<file path="src/rtl/cdb_arbiter.sv">
// cdb_arbiter: buffers ALU and LSB results in per-source FIFOs and broadcasts one per cycle on the CDB.
// Define CDB_LSB_PRIORITY_EN for fixed LSB priority instead of round-robin.
module cdb_arbiter #(
    parameter int TAG_W      = 4,
    parameter int DATA_W     = 32,
    parameter int FIFO_DEPTH = 4
) (
    input  logic              clk_in,
    input  logic              rst_n_in,
    input  logic              rdy_in,
    input  logic              clear_in,
    input  logic              alu_valid,
    output logic              alu_ready,
    input  logic [TAG_W-1:0]  alu_tag,
    input  logic [DATA_W-1:0] alu_val,
    input  logic [DATA_W-1:0] alu_addr,
    input  logic              lsb_valid,
    output logic              lsb_ready,
    input  logic [TAG_W-1:0]  lsb_tag,
    input  logic [DATA_W-1:0] lsb_val,
    input  logic [DATA_W-1:0] lsb_addr,
    output logic              cdb_active,
    output logic [TAG_W-1:0]  cdb_tag,
    output logic [DATA_W-1:0] cdb_val,
    output logic [DATA_W-1:0] cdb_addr
);
    localparam int PW = $clog2(FIFO_DEPTH);
    localparam int CW = PW + 1;
    localparam int EW = TAG_W + 2 * DATA_W;
    localparam logic [CW-1:0] FULL = CW'(FIFO_DEPTH);

    logic [EW-1:0]     mem_q [2][FIFO_DEPTH];
    logic [PW-1:0]     wr_q [2], wr_d [2], rd_q [2], rd_d [2];
    logic [CW-1:0]     cnt_q [2], cnt_d [2];
    logic [EW-1:0]     in_ent [2];
    logic [EW-1:0]     head;
    logic [1:0]        in_valid, ready, push, pop, nonempty;
    logic              go, flush, gnt_lsb;
    logic              cdb_active_q, cdb_active_d;
    logic [TAG_W-1:0]  cdb_tag_q, cdb_tag_d;
    logic [DATA_W-1:0] cdb_val_q, cdb_val_d, cdb_addr_q, cdb_addr_d;

    assign go       = rdy_in && !clear_in;
    assign flush    = rdy_in && clear_in;
    assign nonempty = {cnt_q[1] != '0, cnt_q[0] != '0};

`ifdef CDB_LSB_PRIORITY_EN
    assign gnt_lsb = nonempty[1];
`else
    logic rr_q, rr_d;
    // rr_q=1 prefers the LSB; it only flips when both sources compete
    assign gnt_lsb = nonempty[1] && (!nonempty[0] || rr_q);
    always_comb rr_d = (go && &nonempty) ? !rr_q : rr_q;
    always_ff @(posedge clk_in or negedge rst_n_in) begin
        if (!rst_n_in) rr_q <= 1'b0;
        else rr_q <= rr_d;
    end
`endif

    always_comb begin
        in_ent[0] = {alu_tag, alu_val, alu_addr};
        in_ent[1] = {lsb_tag, lsb_val, lsb_addr};
        in_valid  = {lsb_valid, alu_valid};
        pop       = {go && nonempty[1] && gnt_lsb, go && nonempty[0] && !gnt_lsb};
        head      = gnt_lsb ? mem_q[1][rd_q[1]] : mem_q[0][rd_q[0]];
        ready     = '0;
        push      = '0;
        for (int s = 0; s < 2; s++) begin
            ready[s] = go && cnt_q[s] != FULL;
            // tag 0 completes the handshake but is never stored
            push[s]  = in_valid[s] && ready[s] && in_ent[s][EW-1 -: TAG_W] != '0;
            wr_d[s]  = flush ? '0 : wr_q[s] + PW'(push[s]);
            rd_d[s]  = flush ? '0 : rd_q[s] + PW'(pop[s]);
            cnt_d[s] = flush ? '0 : cnt_q[s] + CW'(push[s]) - CW'(pop[s]);
        end
        cdb_active_d = rdy_in ? |pop : cdb_active_q;
        {cdb_tag_d, cdb_val_d, cdb_addr_d} = |pop ? head : {cdb_tag_q, cdb_val_q, cdb_addr_q};
    end

    always_ff @(posedge clk_in) begin
        for (int s = 0; s < 2; s++)
            if (push[s]) mem_q[s][wr_q[s]] <= in_ent[s];
    end

    always_ff @(posedge clk_in or negedge rst_n_in) begin
        if (!rst_n_in) begin
            for (int s = 0; s < 2; s++) begin
                wr_q[s]  <= '0;
                rd_q[s]  <= '0;
                cnt_q[s] <= '0;
            end
            cdb_active_q <= 1'b0;
            cdb_tag_q    <= '0;
            cdb_val_q    <= '0;
            cdb_addr_q   <= '0;
        end else begin
            for (int s = 0; s < 2; s++) begin
                wr_q[s]  <= wr_d[s];
                rd_q[s]  <= rd_d[s];
                cnt_q[s] <= cnt_d[s];
            end
            cdb_active_q <= cdb_active_d;
            cdb_tag_q    <= cdb_tag_d;
            cdb_val_q    <= cdb_val_d;
            cdb_addr_q   <= cdb_addr_d;
        end
    end

    assign alu_ready  = ready[0];
    assign lsb_ready  = ready[1];
    assign cdb_active = cdb_active_q;
    assign cdb_tag    = cdb_tag_q;
    assign cdb_val    = cdb_val_q;
    assign cdb_addr   = cdb_addr_q;
endmodule

</file>
<file path="config.mk">
export PLATFORM = sky130hd
export DESIGN_NAME = cdb_arbiter
export DESIGN_NICKNAME = d
export VERILOG_FILES = /design/src/rtl/cdb_arbiter.sv
export SDC_FILE = /design/constraint.sdc
export NUM_CORES = 1
export LEC_CHECK = 0
export BUFFER_PORTS_ARGS = -buffer_cell sky130_fd_sc_hd__buf_4
export CORE_AREA = 5 5 238 170
export DETAILED_ROUTE_END_ITERATION = 10
export DIE_AREA = 0 0 243 175
export GPL_TIMING_DRIVEN = 0
export PLACE_DENSITY = 0.89
export SLEW_MARGIN = 20
export SYNTH_ARGS = -nofsm -noshare
export SYNTH_HDL_FRONTEND = slang
export SYNTH_SLANG_ARGS = --single-unit
</file>
<file path="constraint.sdc">
create_clock -name clk_in -period 17.9 [get_ports clk_in]
set_clock_uncertainty 0.2 [all_clocks]
set_input_delay 1.79 -clock clk_in [delete_from_list [all_inputs] [get_ports clk_in]]
set_output_delay 1.79 -clock clk_in [all_outputs]
set_load 0.01 [all_outputs]
</file>
==> reports/results.tsv <==
metric	value	unit
maxSlewHeadroom	0.339	
rsz0062_at_grt	no	
seqCellArea	0.0184	mm2
grt_usage	0.263	
drive_gt1_frac	0.352	
ir_worst_vdd	101	uV
hold_path_class	reg -> reg	
syn_area	0.0235	mm2
worstPathRequired	15.91	ns
core_area	0.0380	mm2
syn_area_per_cell	21.5	um2
pre_cts_ws	13.30	ns
hold_viol	0	
grt_start_max_net_pins	85	
portBuffers	212	
synth.top_cell.area_share	0.694	
synthXorXnorAreaFrac	0.00372	
cts_sinks	628	
outcome	finished clean	
muxShareOfSynthArea	0.159	
hold_buffers	0	
p_per_area	141	mW/mm2
fp.dieW	243	um
start_kind	input port	
start_util	0.620	
maxSlewViolCount	0	
synth_fa_ha_area_frac	0.00489	
worstPathMaxFanout	5	
yosysMostFrequentCell	edfxtp_1	
finalSetupViolations	0	
yosysTopAreaCell	edfxtp_1	
dp_cells	1859	
synth_fp_nets	1247	
worstMarginPinSlew	0.991	ns
cts_tree	yes	
area.growth.synth_to_final	19.3	%
io_pins	213	
arrival	2.58	ns
rr_worst_depth	8	
hp-start	cdb_active$_DFFE_PN0P_	
fillCellCount	2082	
yosysWarningCount	0	
rows	60	
hold_depth	1	
seq_area_frac_synth	0.783	
num_vias	12100	
p_leak	9.81	nW
final_util	0.739	
finalCritPeriodShare	0.255	
criticalPathCategory	in -> out	
synth_cell_types	30	
final_nets	1570	
synthSimpleGateAreaFrac	0.0198	
gp_congestion	0.778	
fin_crit	4.57	ns
dp_hpwl	36.3	mm
r2r_end	mem_q[0][116]$_DFFE_PP_	
synth_top_family_by_area	multiplexers	
synthCells	1097	
synth_edf_count	544	
multi_input_area	0.00485	mm2
synth-seq-cells	628	
drt_iter0_markers	1176	
ys.flop_type	edfxtp_1	
first_pass_iters	5	
drcViolationCount	0	
stdcell_count	1968	
postCtsSetupBuffers	0	
power.total	3.96	mW
grt_pass1_wl	83.0	mm
htree_levels	2	
async_flop_share	0.134	
yosys-top-cells-area	edfxtp_1 (69%), mux4_2 (13%), dfrtp_1 (8.9%), mux2i_1 (2.9%), a21oi_1 (1.5%)	
max_cap_violations	0	
vias_per_cell	6.16	
max_freq	0.219	GHz
antenna_found_initial	7	
grt.overflow.total	0	
cts.path.max_buffers	3	
clk_latency	0.60	ns
r2r-start	cnt_q[4]$_DFF_PN0_	
fin_ws	13.33	ns
final.setup.tns	0	ns
avgRoutedWirePerCell	27.8	um
grt_pass1_vias	13300	
reg2reg_slack	14.87	ns
hold_path_end	cdb_active$_DFFE_PN0P_	
cts_resized	0	
cts_made_buffers	55	
antenna_left	0	
cts_root_buf	clkbuf_16	
yosys-top-cells-count	edfxtp_1 (544), mux4_2 (136), dfrtp_1 (84), nor2_1 (81), a21oi_1 (72)	
synth_compound_area_frac	0.0169	
critical_path.endpoint_type	output pin	
wl	54.8	mm
clkTransAtPathRegs	0.06	ns
die_y	175	um
dieArea	0.0425	mm2
worst max-delay path by stage:
stage	from	endpoint	slack, ns	cells past startpoint
floorplan	clear_in	mem_q[0][100]$_DFFE_PP_	9.62	4
global placement	clear_in	mem_q[0][183]$_DFFE_PP_	4.53	5
detailed placement	clear_in	mem_q[0][110]$_DFFE_PP_	13.30	9
CTS	clear_in	alu_ready	13.31	4
global route	clear_in	alu_ready	13.26	4
finish	clear_in	alu_ready	13.33	4
cells by family after synthesis:
group,count (synthesis)
xor gates and xnor gates,10
AOI/OAI and AO/OA,77
DFF,628
muxes,204
adders and majority gates,8
buffers and inverters,62
and+or+nand+nor,108
layer usage:
layer	vias up	share of wire	track usage
li1	5104	-	-
met1	6300	0.38	0.356
met2	596	0.50	0.432
met3	110	0.083	0.0599
met4	4	0.034	0.0943
met5	-	0.00049	0
report_power, final:
| group | switching (mW) | leakage, nW | internal, mW | total, mW |
|---|---|---|---|---|
| combinational | 0.527 | 3.10 | 0.491 | 1.02 |
| sequential | 0.0750 | 5.86 | 1.72 | 1.79 |
| clock | 0.514 | 0.842 | 0.638 | 1.15 |
| total | 1.12 | 9.81 | 2.85 | 3.96 |
worst max-delay path, cell delays in order:
cell,delay (ns)
buf_4,0.12
nand2b_1,0.22
a21oi_1,0.27
buf_4,0.18
cells in the final DEF (no fill, tap or decap), drive strengths merged, types with 7 or more instances in the layout:
| master | count |
|---|---|
| dfrtp | 84 |
| nor2 | 81 |
| buf | 293 |
| and2 | 8 |
| mux4 | 136 |
| inv | 7 |
| mux2i | 68 |
| clkinv | 12 |
| edfxtp | 544 |
| clkbuf | 113 |
| a21oi | 72 |
| xnor2 | 9 |
area by class of cell:
class                      count  share of cell area
clock buffer                  84              0.0561
tap                          496              0.0221
multi-input combinational    407               0.173
sequential                   628               0.656
buffer                        56             0.00984
antenna                        5            0.000445
inverter                       6            0.000802
clock inverter                20             0.00633
timing repair buffer         266              0.0752
registers in the layout, summed over array words and instances, names as in the netlist:
register and cells:
cdb_addr 32, rr_q 1, wr_q 4, cdb_val 32
cnt_q 6, cdb_active 1, mem_q 544, rd_q 4
cdb_tag 4
metrics by stage:
stage               cell area (um2)  hold WS, ns
floorplan                     23500        0.315
global placement              25800        0.263
detailed placement            26300        0.279
CTS                           28100        0.293
global route                  28100        0.328
finish                        28100        0.300
No activity file was read; power rests on OpenSTA's default activity.
